[src/rtl/sram_like_arbiter_pkg.sv]
// ============================================================================
// Module   : sram_like_arbiter_pkg
// Brief    : Shared owner codes, size encodings and request payload type.
// Revision : 1.0 - initial release
// ============================================================================
`default_nettype none

package sram_like_arbiter_pkg;

  // Payload widths; the arbiter's ADDR_W/DATA_W must not exceed these.
  localparam int PL_ADDR_W = 32;
  localparam int PL_DATA_W = 32;
  localparam int PL_STRB_W = PL_DATA_W / 8;

  localparam logic OWNER_INST = 1'b0;
  localparam logic OWNER_DATA = 1'b1;

  localparam logic [1:0] SIZE_BYTE = 2'd0;
  localparam logic [1:0] SIZE_HALF = 2'd1;
  localparam logic [1:0] SIZE_WORD = 2'd2;

  typedef struct packed {
    logic                 wr;
    logic [1:0]           size;
    logic [PL_ADDR_W-1:0] addr;
    logic [PL_STRB_W-1:0] wstrb;
    logic [PL_DATA_W-1:0] wdata;
  } req_payload_t;

endpackage

`default_nettype wire

[src/rtl/sram_like_arbiter_owner_fifo.sv]
// ============================================================================
// Module   : owner_fifo
// Brief    : Small synchronous FIFO recording the owner of each accepted request.
// Revision : 1.0 - initial release
// ============================================================================
`default_nettype none

module owner_fifo #(
  parameter int DEPTH = 2,
  parameter int WIDTH = 1
) (
  input  logic             clk,
  input  logic             reset,
  input  logic             push,
  input  logic [WIDTH-1:0] push_data,
  input  logic             pop,
  output logic             full,
  output logic             empty,
  output logic [WIDTH-1:0] head
);

  localparam int AW = (DEPTH > 1) ? $clog2(DEPTH) : 1;
  localparam int CW = $clog2(DEPTH + 1);

  logic [WIDTH-1:0] r_mem [DEPTH];
  logic [AW-1:0]    r_wr_ptr;
  logic [AW-1:0]    r_rd_ptr;
  logic [CW-1:0]    r_count;
  logic             w_do_push;
  logic             w_do_pop;

  assign full      = (r_count == CW'(DEPTH));
  assign empty     = (r_count == '0);
  assign head      = r_mem[r_rd_ptr];
  assign w_do_push = push && !full;
  assign w_do_pop  = pop && !empty;

  function automatic logic [AW-1:0] next_ptr(input logic [AW-1:0] ptr);
    return (ptr == AW'(DEPTH - 1)) ? '0 : ptr + AW'(1);
  endfunction

  always_ff @(posedge clk) begin
    if (w_do_push) begin
      r_mem[r_wr_ptr] <= push_data;
    end
  end

  always_ff @(posedge clk) begin
    if (reset) begin
      r_wr_ptr <= '0;
      r_rd_ptr <= '0;
      r_count  <= '0;
    end else begin
      if (w_do_push) begin
        r_wr_ptr <= next_ptr(r_wr_ptr);
      end
      if (w_do_pop) begin
        r_rd_ptr <= next_ptr(r_rd_ptr);
      end
      case ({w_do_push, w_do_pop})
        2'b10:   r_count <= r_count + CW'(1);
        2'b01:   r_count <= r_count - CW'(1);
        default: r_count <= r_count;
      endcase
    end
  end

endmodule

`default_nettype wire

[src/rtl/sram_like_arbiter.sv]
// ============================================================================
// Module   : sram_like_arbiter
// Brief    : Shares one SRAM-like port between inst and data requesters.
// Revision : 1.0 - initial release
// ============================================================================
`default_nettype none

module sram_like_arbiter
  import sram_like_arbiter_pkg::*;
#(
  parameter int ADDR_W     = PL_ADDR_W,
  parameter int DATA_W     = PL_DATA_W,
  parameter int MAX_OUTST  = 2,
  parameter int STARVE_MAX = 4
) (
  input  logic                clk,
  input  logic                reset,
  input  logic                inst_req,
  input  logic                inst_wr,
  input  logic [1:0]          inst_size,
  input  logic [ADDR_W-1:0]   inst_addr,
  input  logic [DATA_W/8-1:0] inst_wstrb,
  input  logic [DATA_W-1:0]   inst_wdata,
  output logic                inst_addr_ok,
  output logic                inst_data_ok,
  output logic [DATA_W-1:0]   inst_rdata,
  input  logic                data_req,
  input  logic                data_wr,
  input  logic [1:0]          data_size,
  input  logic [ADDR_W-1:0]   data_addr,
  input  logic [DATA_W/8-1:0] data_wstrb,
  input  logic [DATA_W-1:0]   data_wdata,
  output logic                data_addr_ok,
  output logic                data_data_ok,
  output logic [DATA_W-1:0]   data_rdata,
  output logic                mem_req,
  output logic                mem_wr,
  output logic [1:0]          mem_size,
  output logic [ADDR_W-1:0]   mem_addr,
  output logic [DATA_W/8-1:0] mem_wstrb,
  output logic [DATA_W-1:0]   mem_wdata,
  input  logic                mem_addr_ok,
  input  logic                mem_data_ok,
  input  logic [DATA_W-1:0]   mem_rdata,
  output logic                err_spurious
);

  localparam int SC_W = $clog2(STARVE_MAX + 1);

  logic            r_lock;
  logic            r_lock_owner;
  logic [SC_W-1:0] r_starve_cnt;
  logic            r_err_spurious;
  logic            w_grant;
  logic            w_gnt_req;
  logic            w_push;
  logic            w_resp_valid;
  logic            w_fifo_full;
  logic            w_fifo_empty;
  logic            w_head;
  req_payload_t    w_inst_pl;
  req_payload_t    w_data_pl;
  req_payload_t    w_sel_pl;

  always_comb begin
    w_inst_pl.wr    = inst_wr;
    w_inst_pl.size  = inst_size;
    w_inst_pl.addr  = PL_ADDR_W'(inst_addr);
    w_inst_pl.wstrb = PL_STRB_W'(inst_wstrb);
    w_inst_pl.wdata = PL_DATA_W'(inst_wdata);
    w_data_pl.wr    = data_wr;
    w_data_pl.size  = data_size;
    w_data_pl.addr  = PL_ADDR_W'(data_addr);
    w_data_pl.wstrb = PL_STRB_W'(data_wstrb);
    w_data_pl.wdata = PL_DATA_W'(data_wdata);
  end

  // A pending unaccepted request pins the grant so the payload stays stable.
  always_comb begin
    w_grant = OWNER_DATA;
    if (r_lock) begin
      w_grant = r_lock_owner;
    end else if (inst_req && data_req) begin
      w_grant = (r_starve_cnt == SC_W'(STARVE_MAX)) ? OWNER_INST : OWNER_DATA;
    end else if (inst_req) begin
      w_grant = OWNER_INST;
    end
  end

  assign w_gnt_req = (w_grant == OWNER_DATA) ? data_req : inst_req;
  assign w_sel_pl  = (w_grant == OWNER_DATA) ? w_data_pl : w_inst_pl;

  assign mem_req   = w_gnt_req && !w_fifo_full && !reset;
  assign mem_wr    = w_sel_pl.wr;
  assign mem_size  = w_sel_pl.size;
  assign mem_addr  = ADDR_W'(w_sel_pl.addr);
  assign mem_wstrb = (DATA_W/8)'(w_sel_pl.wstrb);
  assign mem_wdata = DATA_W'(w_sel_pl.wdata);

  assign w_push       = mem_req && mem_addr_ok;
  assign inst_addr_ok = w_push && (w_grant == OWNER_INST);
  assign data_addr_ok = w_push && (w_grant == OWNER_DATA);

  assign w_resp_valid = mem_data_ok && !w_fifo_empty && !reset;
  assign inst_data_ok = w_resp_valid && (w_head == OWNER_INST);
  assign data_data_ok = w_resp_valid && (w_head == OWNER_DATA);
  assign inst_rdata   = mem_rdata;
  assign data_rdata   = mem_rdata;
  assign err_spurious = r_err_spurious;

  owner_fifo #(
    .DEPTH (MAX_OUTST),
    .WIDTH (1)
  ) u_owner_fifo (
    .clk       (clk),
    .reset     (reset),
    .push      (w_push),
    .push_data (w_grant),
    .pop       (w_resp_valid),
    .full      (w_fifo_full),
    .empty     (w_fifo_empty),
    .head      (w_head)
  );

  always_ff @(posedge clk) begin
    if (reset) begin
      r_lock         <= 1'b0;
      r_lock_owner   <= OWNER_INST;
      r_starve_cnt   <= '0;
      r_err_spurious <= 1'b0;
    end else begin
      if (mem_req && !mem_addr_ok) begin
        r_lock       <= 1'b1;
        r_lock_owner <= w_grant;
      end else if (mem_addr_ok) begin
        r_lock <= 1'b0;
      end
      if (!inst_req || inst_addr_ok) begin
        r_starve_cnt <= '0;
      end else if (data_addr_ok && (r_starve_cnt != SC_W'(STARVE_MAX))) begin
        r_starve_cnt <= r_starve_cnt + SC_W'(1);
      end
      if (mem_data_ok && w_fifo_empty) begin
        r_err_spurious <= 1'b1;
      end
    end
  end

endmodule

`default_nettype wire

[config.mk]
export PLATFORM = sky130hd
export DESIGN_NAME = sram_like_arbiter
export DESIGN_NICKNAME = d
export VERILOG_FILES = /design/src/rtl/sram_like_arbiter_pkg.sv /design/src/rtl/sram_like_arbiter_owner_fifo.sv /design/src/rtl/sram_like_arbiter.sv
export SDC_FILE = /design/constraint.sdc
export NUM_CORES = 1
export LEC_CHECK = 0
export ABC_CLOCK_PERIOD_IN_PS = 3200
export CAP_MARGIN = 30
export CORE_AREA = 5 5 120 122
export CTS_CLUSTER_SIZE = 28
export DETAILED_ROUTE_END_ITERATION = 10
export DIE_AREA = 0 0 125 127
export GPL_ROUTABILITY_DRIVEN = 0
export HOLD_SLACK_MARGIN = 0.1
export SLEW_MARGIN = 10
export SYNTH_ARGS = -nofsm -noshare
export SYNTH_HDL_FRONTEND = slang
export SYNTH_SLANG_ARGS = --single-unit
[constraint.sdc]
create_clock -name clk -period 3.2 [get_ports clk]
set_input_delay 0.64 -clock clk [delete_from_list [all_inputs] [get_ports clk]]
set_output_delay 0.64 -clock clk [all_outputs]
set_load 0.01 [all_outputs]
==> summary.md, run 1 <==
| Metric | Value |
|---|---|
| Hold_sp | `err_spurious` |
| H-tree depth | `1` |
| Crit. path cell count | `8` |
| Pleak | `1.78 nW` |
| Fillers | `1372` |
| CTS sink count | `13` |
| Die Y | `127 um` |
| Share of layout cells above drive strength 1 | `0.128` |
| CP startpoint kind | `input port` |
| Reg2Reg Launch Point | `r_lock_owner` |
| Synth async-reset ratio | `0` |
| Post-synthesis area per instance | `9.19 um^2` |
| Slowest stage cell, crit path | `clkdlybuf4s50_1` |
| Slew @ Worst Pin | `0.376 ns` |
| Max Fclk | `317 MHz` |
| Port Buf Inserts | `224` |
| Max_cap viols | `0` |
| Commonest non-fill, non-tap cell in the layout | `clkdlybuf4s50_1` |
| Final WL | `10.0 mm` |
| Pin count of the biggest net entering global routing | `21` |
| Worst EP arrival | `2.51 ns` |
| DR top layer | `met4` |
| Most used DFF post-synth | `dfxtp_1` |
| Pre-Repair DR Iteration Count | `4` |
| Worst Path Buf+Inv | `6` |
| Critical path's largest stage delay | `0.47 ns` |
| Nets@finish | `581` |
| Crit end category | `output pin` |
| DR vias | `2186` |
| Fin crit share | `0.986` |
| Clock latency at the later pin of the worst-skew pair | `0.24 ns` |
| Final Skew | `0.00245 ns` |
| Num rows | `42` |
| Ys Warns | `0` |
| Status | `completed` |
| Die area | `15900 um^2` |
| # hold bufs at CTS | `0` |
| Core ar. | `13100 um^2` |
| Worst path cell trace | `clkdlybuf4s50_1 > inv_1 > o31ai_4 > buf_4 > buf_12 > buf_12 > mux2_1 > dlygate4sd2_1` |
| Relative slew margins | `0.747` |
| Total power | `1.06 mW` |
| Hold Path Cell Cnt | `2` |
| Post-synth EDFFs | `2` |
| Vias per inst | `3.82` |
| Commonest cells after routing, fill and taps aside | `clkdlybuf4s50_1, mux2_1, dlygate4sd2_1` |
| Met2 WL | `4.82 mm` |
| DR WL/cell | `17.5 um` |
| Finished Cell Area | `4200 um^2` |
| CP dominant cell by count | `buf_12` |
| Setup CP Type | `in2out` |
| Synthesized net count | `402` |
| Die X | `125 um` |
| Area Growth Syn to Fin | `109%` |
| CTS max path bufs | `2` |
| CTS tree | `built` |
| Worst Setup SP | `inst_req` |
| Synth cell types | `29` |
| Met1 WL | `4.29 mm` |
| DR WL met3 | `705 um` |
| First-pass GRT wire length | `14.7 mm` |
| Register area share after synthesis | `0.139` |
| Crit-path leading delay family | `buffers and inverters` |
| Final Hold Vio Count | `0` |
| Post-route ant nets | `0` |
| Syn Std Cell Area | `2010 um^2` |
| Initial Util | `0.154` |
| Clk slew on worst S/H paths | `0.04 ns` |
| Worst vdd ir | `0.257 mV` |
| GR Util All Layers | `0.116` |
| Final setup fails | `0` |
| Power density over cell area | `251 nW/um^2` |
| Root Buffer | `clkbuf_16` |
| HPWL after detailed placement | `8.67 mm` |
| ANT cells | `0` |
| Worst r2r path cells | `6` |
| I/O Pins | `321` |
| Initial antenna violation count | `0` |
| Vias in the first global route | `2436` |
| DRC violations left | `0` |
| GR Overflow Total | `0` |
| Worst hold path type | `reg2reg` |
| Num CTS Buffers | `3` |
| Critical path peak fanout | `13` |
| Synth Instances | `219` |
| DR iter-0 viols | `22` |
| Pins Over Slew Limit | `0` |
| Tmin final | `3.15 ns` |
| Yosys reg bits | `13` |
| Worst endpoint required time | `2.56 ns` |
| Post-place instance area | `4100 um^2` |
[registers in the layout, indices dropped and copies added, names as in the netlist, named ones only]
register / cells
r_starve_cnt: 3
u_owner_fifo.r_count: 2
u_owner_fifo.r_mem: 2
err_spurious: 1
r_lock: 1
r_lock_owner: 1
u_owner_fifo.r_rd_ptr: 1
u_owner_fifo.r_wr_ptr: 1
[worst paths after layout]
check | endpoint | slack (ns)
setup reg to reg | u_owner_fifo.r_count[1] | 1.28
hold / removal | err_spurious | 0.48
setup / recovery | mem_wstrb[1] | 0.05
hold reg to reg | err_spurious | 0.48
[report_power, final]
| part | switching (mW) | internal, mW |
|---|---|---|
| Clock | 0.0694 | 0.168 |
| Sequential | 0.00917 | 0.178 |
| Combinational | 0.235 | 0.395 |
[timing repair]
action | CTS | global route
cloned | 0 | 1
resized for setup | 84 | 21
endpoints found under the setup margin | 70 | 50
buffers inserted | 2 | 3
[Yosys cell counts, types with 3 or more instances]
library cell  instances  area (um^2)
mux2_1               58          653
a21oi_1               5         25.0
xnor2_1               3         26.3
ha_1                  3         37.5
mux2_2               14          158
or3_1                 5         31.3
dfxtp_1              11          220
o21ai_0               5         25.0
inv_1                 7         26.3
nor2b_1               3         18.8
nor2_1               14         52.6
buf_4                71          533
[worst reg2reg max path: cells and delay by family, from the launching register on]
kind,cells,cell delay [ns]
adders and majority gates,1,0.25
and+or+nand+nor,1,0.35
DFF,1,0.36
buffers and inverters,1,0.18
AOI/OAI and AO/OA,2,0.36
muxes,1,0.36
[cell type report]
cell class	count	area [um^2]	share of cell area
clock buffers	4	78.8	0.0188
repair buffers	247	2410	0.574
inverters	7	26.3	0.00626
well taps	176	220	0.0524
multi-input cells	126	1180	0.281
flip-flops and latches	13	280	0.0667
[logic make-up (layout without fill, tap and decap cells)]
kind of cell	count (synthesis)	in the layout	share of synthesized area
AND/OR/NAND/NOR	29	29	0.0740
flip-flops	13	13	0.139
multiplexers	73	73	0.408
AO/OA/AOI/OAI	16	16	0.0566
XOR/XNOR	5	5	0.0218
adder cells (fa/ha/maj)	3	3	0.0186
buffers and inverters	80	258	0.282
[through the flow]
| stage | setup slack (ns) | utilization | hold slack, ns | std cells | setup TNS, ns |
|---|---|---|---|---|---|
| 4_1_cts | -0.119 | 0.314 | 0.492 | 569 | -0.903 |
| 2_1_floorplan | 0.853 | - | 0.470 | 219 | 0 |
| 5_1_grt | -0.0115 | 0.321 | 0.538 | 573 | -0.0464 |
| 3_3_place_gp | -0.201 | 0.313 | 0.459 | 563 | -7.28 |
| 3_5_place_dp | -0.196 | 0.313 | 0.470 | 563 | -7.31 |
| 6_report | 0.0461 | 0.321 | 0.482 | 573 | 0 |
[layer usage]
layer,track usage,vias to the layer above
li1,-,1050
met1,0.143,998
met2,0.197,113
met3,0.0371,25
met4,0.0274,0
met5,0,-
Note: power is estimated with default switching activity, not from simulation.
==> run 2: changes to the inputs <==
--- a/config.mk
+++ b/config.mk
@@ -13,7 +13,8 @@
 export DIE_AREA = 0 0 125 127
 export GPL_ROUTABILITY_DRIVEN = 0
 export HOLD_SLACK_MARGIN = 0.1
-export SLEW_MARGIN = 10
+export SETUP_SLACK_MARGIN = 0.15
+export SLEW_MARGIN = 15
 export SYNTH_ARGS = -nofsm -noshare
 export SYNTH_HDL_FRONTEND = slang
 export SYNTH_SLANG_ARGS = --single-unit
==> run 2 against run 1 <==
Net effect: via count shrank 1.6%; sequential share of layout area shrank 0.088 points; critical path depth is the same; clock skew is essentially flat; worst hold slack is essentially flat; total power grew 0.34%; sequential cell count is the same; sequential power is essentially flat; die area is the same; largest power group unchanged.
==> summary.md, run 2 (same netlist as run 1, synthesis figures left out) <==
| Metric | Value |
|---|---|
| Status | `completed (unchanged)` |
| Clk slew on worst S/H paths | `0.04 ns (about the same)` |
| Commonest non-fill, non-tap cell in the layout | `clkdlybuf4s50_1 (unchanged)` |
| DRC violations left | `0 (unchanged)` |
| CTS sink count | `13 (unchanged)` |
| Core ar. | `13100 um^2 (unchanged)` |
| Pins Over Slew Limit | `0 (unchanged)` |
| DR iter-0 viols | `33 (was 22)` |
| CP dominant cell by count | `dlygate4sd2_1 (was buf_12)` |
| Slowest stage cell, crit path | `mux2_1 (was clkdlybuf4s50_1)` |
| Biggest register | `r_starve_cnt (unchanged)` |
| GR Overflow Total | `0 (unchanged)` |
| Reg2Reg Launch Point | `r_lock_owner (unchanged)` |
| Worst EP arrival | `2.31 ns (was 2.51 ns)` |
| ANT cells | `0 (unchanged)` |
| Power share of the clock group | `0.223 (was 0.225)` |
| Nets@finish | `578 (was 581)` |
| Port Buf Inserts | `224 (unchanged)` |
| Die area | `15900 um^2 (unchanged)` |
| Post-route ant nets | `0 (unchanged)` |
| I/O Pins | `321 (unchanged)` |
| Worst vdd ir | `0.257 mV (about the same)` |
| Storage element area | `280 um^2 (unchanged)` |
| First-pass GRT wire length | `14.8 mm (was 14.7 mm)` |
| Power density over cell area | `249 nW/um^2 (was 251 nW/um^2)` |
| Hold_sp | `err_spurious (unchanged)` |
| RSZ-0062 raised after global routing | `no` |
| Worst endpoint required time | `2.56 ns (about the same)` |
| Commonest cells after routing, fill and taps aside | `clkdlybuf4s50_1, mux2_1, dlygate4sd2_1 (unchanged)` |
| Relative slew margins | `0.707 (was 0.747)` |
| Worst hold path type | `reg2reg (unchanged)` |
| Clock latency at the later pin of the worst-skew pair | `0.24 ns (about the same)` |
| Num CTS Buffers | `3 (unchanged)` |
| Vias per inst | `3.78 (was 3.82)` |
| H-tree depth | `1 (unchanged)` |
| Initial antenna violation count | `0 (unchanged)` |
| Num rows | `42 (unchanged)` |
| Max Fclk | `339 MHz (was 317 MHz)` |
| DR vias | `2152 (was 2186)` |
| Fillers | `1362 (was 1372)` |
| Area of the multi-input gates | `1190 um^2 (was 1180 um^2)` |
| CP startpoint kind | `input port (unchanged)` |
| Slew @ Worst Pin | `0.434 ns (was 0.376 ns)` |
| Net Sw Frac | `0.294 (was 0.297)` |
| Internal | `0.747 mW (was 0.742 mW)` |
| Share of layout cells above drive strength 1 | `0.112 (was 0.128)` |
| CTS tree | `built (unchanged)` |
| Final setup fails | `0 (unchanged)` |
| Final Hold Vio Count | `0 (unchanged)` |
| Pleak | `1.89 nW (was 1.78 nW)` |
| Root Buffer | `clkbuf_16 (unchanged)` |
| Die X | `125 um (unchanged)` |
| Largest regs | `r_starve_cnt x3, u_owner_fifo.r_count x2, u_owner_fifo.r_mem x2 (unchanged)` |
| Max_cap viols | `0 (unchanged)` |
| Logic pwr share | `0.599 (was 0.597)` |
| Pre-Repair DR Iteration Count | `2 (was 4)` |
| Net Sw Power | `0.312 mW (was 0.313 mW)` |
| Finished Cell Area | `4260 um^2 (was 4200 um^2)` |
| Sequential Power Share | `0.177 (was 0.178)` |
| Critical path peak fanout | `9 (was 13)` |
| GR Util All Layers | `0.118 (was 0.116)` |
| Setup CP Type | `in2out (unchanged)` |
| Die Y | `127 um (unchanged)` |
| Worst path cell trace | `dlygate4sd2_1 > a21boi_4 > o31ai_4 > buf_6 > buf_16 > buf_12 > mux2_1 > dlygate4sd2_1 (was clkdlybuf4s50_1 > inv_1 > o31ai_4 > buf_4 > buf_12 > buf_12 > mux2_1 > dlygate4sd2_1)` |
| Reg-to-reg slack, setup | `1.27 ns (was 1.28 ns)` |
| DR WL/cell | `17.7 um (was 17.5 um)` |
| Pin count of the biggest net entering global routing | `21 (unchanged)` |
| Crit end category | `output pin (unchanged)` |
| Fin crit share | `0.921 (was 0.986)` |
| Tmin final | `2.95 ns (was 3.15 ns)` |
| Final Skew | `0.00262 ns (was 0.00245 ns)` |
| Final WL | `10.1 mm (was 10.0 mm)` |
| Post-place instance area | `4100 um^2 (unchanged)` |
| Max FFs per register | `3 (unchanged)` |
| Vias in the first global route | `2440 (was 2436)` |
| Crit-path leading delay family | `buffers and inverters (unchanged)` |
| Initial Util | `0.154 (unchanged)` |
| HPWL after detailed placement | `8.67 mm (unchanged)` |
| Total power | `1.06 mW (about the same)` |
| Critical path's largest stage delay | `0.34 ns (was 0.47 ns)` |
| CTS max path bufs | `2 (unchanged)` |
| Worst Path Buf+Inv | `5 (was 6)` |
| Final Util | `0.325 (was 0.321)` |
| Worst Setup SP | `data_req (was inst_req)` |
| Area Growth Syn to Fin | `111% (was 109%)` |
run 2: repair_timing:
action | CTS | global route
setup endpoints to repair | 74 | 27
buffers inserted | 2 | 0
resized for setup | 60 | 27
cloned | 1 | 0
hold endpoints to repair | 0 | 0
hold buffers | 0 | 0
run 2: path summary, 6_finish.rpt:
check,end,cells after the start
min,err_spurious,2
max reg2reg,u_owner_fifo.r_count[1],6
min reg2reg,err_spurious,2
max,mem_wstrb[1],8
run 2: layout make-up:
cell class	count	area share
inverters	7	0.00617
repair buffers	244	0.579
flip-flops and latches	13	0.0659
multi-input cells	126	0.279
clock buffers	4	0.0185
well taps	176	0.0517
run 2: layer usage:
layer  track usage  share of wire  routed length (um)  vias up
met4        0.0274          0.020                 200        0
li1              -              -                   -     1042
met5             0              0                   0        -
met1         0.148           0.43                4350      970
met2         0.198           0.48                4850      115
met3        0.0367          0.069                 697       25
run 2: worst reg2reg max path, cell delays in order (launching register included):
cell       delay (ns)
dfxtp_1          0.36
mux2_2           0.35
o2111ai_2        0.22
buf_4            0.18
ha_1             0.25
or3_1            0.35
a21oi_1          0.14
run 2: through the flow:
stage	setup slack [ns]	setup TNS (ns)	hold slack (ns)	cells
floorplan	0.853	0	0.470	219
finish	0.253	0	0.482	570
global placement	-0.201	-7.28	0.459	563
CTS	0.0236	0	0.492	570
global route	0.167	0	0.538	570
detailed placement	-0.196	-7.31	0.470	563
run 2: power groups by stage:
stage	sequential, mW	clock [mW]	combinational (mW)
2_1_floorplan	0.189	0	0.314
3_3_place_gp	0.190	0	0.665
3_5_place_dp	0.190	0	0.669
4_1_cts	0.188	0.243	0.655
5_1_grt	0.189	0.253	0.677
6_report	0.188	0.237	0.635
==> run 3: changes to the inputs <==
--- a/config.mk
+++ b/config.mk
@@ -7,10 +7,10 @@
 export LEC_CHECK = 0
 export ABC_CLOCK_PERIOD_IN_PS = 3200
 export CAP_MARGIN = 30
-export CORE_AREA = 5 5 120 122
+export CORE_AREA = 2 2 124 126
 export CTS_CLUSTER_SIZE = 28
 export DETAILED_ROUTE_END_ITERATION = 10
-export DIE_AREA = 0 0 125 127
+export DIE_AREA = 0 0 126 128
 export GPL_ROUTABILITY_DRIVEN = 0
 export HOLD_SLACK_MARGIN = 0.1
 export SETUP_SLACK_MARGIN = 0.15
==> run 3 against run 2 <==
Net effect: utilization fell by 3.7 points; cell count up 1.8%; global-route usage rose by 2.0 points; total power grew 6.2%; clock power down 2%; clock skew hardly changed; non-clock buffer count shrank 2; setup slack better by 0.0043 ns.
==> summary.md, run 3 (same netlist as run 1, synthesis figures left out) <==
| Metric | Value |
|---|---|
| Status | `completed (unchanged)` |
| First-pass GRT wire length | `16.4 mm (was 14.8 mm)` |
| Power share of the clock group | `0.207 (was 0.223)` |
| Die X | `126 um (was 125 um)` |
| Crit end category | `output pin (unchanged)` |
| Initial Util | `0.135 (was 0.154)` |
| Critical path peak fanout | `13 (was 9)` |
| Area Growth Syn to Fin | `113% (was 111%)` |
| I/O Pins | `321 (unchanged)` |
| Pleak | `1.71 nW (was 1.89 nW)` |
| Critical path's largest stage delay | `0.35 ns (was 0.34 ns)` |
| Commonest cells after routing, fill and taps aside | `clkdlybuf4s50_1, mux2_1, dlygate4sd2_1, buf_2 (was clkdlybuf4s50_1, mux2_1, dlygate4sd2_1)` |
| Worst Path Buf+Inv | `5 (unchanged)` |
| Pre-Repair DR Iteration Count | `3 (was 2)` |
| Pins Over Slew Limit | `0 (unchanged)` |
| Setup CP Type | `in2out (unchanged)` |
| Placed insts | `566 (was 563)` |
| Final Hold Vio Count | `0 (unchanged)` |
| Finished Cell Area | `4290 um^2 (was 4260 um^2)` |
| Setup TNS | `0 ns (unchanged)` |
| Net Sw Power | `0.342 mW (was 0.312 mW)` |
| Biggest register | `r_starve_cnt (unchanged)` |
| Tmin final | `2.94 ns (was 2.95 ns)` |
| Max FFs per register | `3 (unchanged)` |
| Sequential Power Share | `0.167 (was 0.177)` |
| Worst vdd ir | `0.271 mV (was 0.257 mV)` |
| Post-route ant nets | `0 (unchanged)` |
| GR Util All Layers | `0.137 (was 0.118)` |
| Slew @ Worst Pin | `0.403 ns (was 0.434 ns)` |
| Commonest non-fill, non-tap cell in the layout | `clkdlybuf4s50_1 (unchanged)` |
| Largest regs | `r_starve_cnt x3, u_owner_fifo.r_count x2, u_owner_fifo.r_mem x2 (unchanged)` |
| Post-Layout Cell Count | `580 (was 570)` |
| Pin count of the biggest net entering global routing | `14 (was 21)` |
| Num CTS Buffers | `3 (unchanged)` |
| # hold bufs at CTS | `0 (unchanged)` |
| HPWL after detailed placement | `9.56 mm (was 8.67 mm)` |
| Port Buf Inserts | `224 (unchanged)` |
| Logic pwr share | `0.626 (was 0.599)` |
| Max Fclk | `340 MHz (was 339 MHz)` |
| Worst EP arrival | `2.30 ns (was 2.31 ns)` |
| Power density over cell area | `262 nW/um^2 (was 249 nW/um^2)` |
| ANT cells | `0 (unchanged)` |
| Total power | `1.12 mW (was 1.06 mW)` |
| CTS sink count | `13 (unchanged)` |
| Root Buffer | `clkbuf_16 (unchanged)` |
| Final Skew | `0.00258 ns (was 0.00262 ns)` |
| Internal | `0.783 mW (was 0.747 mW)` |
| Max_cap viols | `0 (unchanged)` |
| Die Y | `128 um (was 127 um)` |
| Final WL | `11.8 mm (was 10.1 mm)` |
| Core ar. | `14900 um^2 (was 13100 um^2)` |
| Share of layout cells above drive strength 1 | `0.235 (was 0.112)` |
| DR vias | `2242 (was 2152)` |
| Slowest stage cell, crit path | `mux2_1 (unchanged)` |
| Clk slew on worst S/H paths | `0.04 ns (about the same)` |
| Worst hold path type | `reg2reg (unchanged)` |
| Net Sw Frac | `0.304 (was 0.294)` |
| Hold Path Cell Cnt | `2 (unchanged)` |
| Vias per inst | `3.87 (was 3.78)` |
| Num rows | `45 (was 42)` |
| Vias in the first global route | `2451 (was 2440)` |
| RSZ-0062 raised after global routing | `no (unchanged)` |
| Nets@finish | `576 (was 578)` |
| DR WL/cell | `20.4 um (was 17.7 um)` |
| Fin crit share | `0.920 (was 0.921)` |
| CTS max path bufs | `2 (unchanged)` |
| Relative slew margins | `0.728 (was 0.707)` |
| Post-place instance area | `4030 um^2 (was 4100 um^2)` |
| Worst r2r path cells | `10 (was 6)` |
| Crit-path leading delay family | `buffers and inverters (unchanged)` |
| CP startpoint kind | `input port (unchanged)` |
| Die area | `16100 um^2 (was 15900 um^2)` |
| CTS tree | `built (unchanged)` |
| DRC violations left | `0 (unchanged)` |
| Initial antenna violation count | `0 (unchanged)` |
| Worst endpoint required time | `2.56 ns (about the same)` |
| Clock latency at the later pin of the worst-skew pair | `0.24 ns (about the same)` |
| Worst path cell trace | `dlygate4sd2_1 > a21boi_4 > o31ai_4 > buf_6 > buf_12 > buf_16 > mux2_1 > clkdlybuf4s15_1 (was dlygate4sd2_1 > a21boi_4 > o31ai_4 > buf_6 > buf_16 > buf_12 > mux2_1 > dlygate4sd2_1)` |
| GR Overflow Total | `0 (unchanged)` |
| Fin Hold WS | `0.479 ns (was 0.482 ns)` |
| DR iter-0 viols | `72 (was 33)` |
| H-tree depth | `1 (unchanged)` |
| Final setup fails | `0 (unchanged)` |
| Crit. path cell count | `8 (unchanged)` |
| Fillers | `1550 (was 1362)` |
## run 3: cell types whose count changed in the layout (fill, tap and decap cells not counted), sizes merged
| cell | delta |
|---|---|
| bufbuf | +1 |
| clkdlybuf4s50 | -1 |
| buf | +20 |
| dlymetal6s2s | -26 |
| clkdlybuf4s15 | +30 |
| dlygate4sd2 | -26 |
## run 3: worst paths after layout
path	end	slack, ns	startpoint
worst min-delay path	err_spurious	0.48	err_spurious
worst max-delay path	mem_addr[3]	0.26	data_req
worst max register to register	r_lock_owner	1.07	r_starve_cnt[0]
worst min register to register	err_spurious	0.48	err_spurious
## run 3: power by group through the flow
stage	clock (mW)	sequential [mW]	combinational (mW)
final	0.232	0.188	0.704
after CTS	0.237	0.188	0.713
after global routing	0.246	0.190	0.742
after detailed placement	0	0.192	0.664
after global placement	0	0.190	0.664
after floorplan	0	0.189	0.314
## run 3: repair_timing
| item | 4_1_cts | 5_1_grt |
|---|---|---|
| endpoints found under the setup margin | 74 | 0 |
| resized for setup | 229 | 0 |
| buffers inserted | 5 | 0 |
## run 3: metal layers
| metal | vias to the layer above | part of all wire | GRT usage |
|---|---|---|---|
| li1 | 1034 | - | - |
| met1 | 1017 | 0.41 | 0.167 |
| met2 | 175 | 0.45 | 0.221 |
| met3 | 16 | 0.11 | 0.0559 |
| met4 | 0 | 0.028 | 0.0446 |
| met5 | - | 0 | 0 |
## run 3: cell type report
cell class                 instances  area (um^2)  share of cell area
multi-input combinational        126         1230               0.286
tap                              188          235              0.0548
clock buffer                       4         78.8              0.0184
inverter                           7         26.3             0.00613
sequential                        13          280              0.0653
timing repair buffer             242         2440               0.569
## run 3: worst min-delay path: cells and delay by family, from the launching register on
family	cells	cell delay (ns)
DFF	1	0.33
and+or+nand+nor	1	0.07
AOI/OAI and AO/OA	1	0.05
## run 3: metrics by stage
step / utilization / worst slack, ns
2_1_floorplan: - / 0.853
3_3_place_gp: 0.271 / -0.241
3_5_place_dp: 0.271 / -0.254
4_1_cts: 0.289 / 0.243
5_1_grt: 0.289 / 0.198
6_report: 0.289 / 0.257
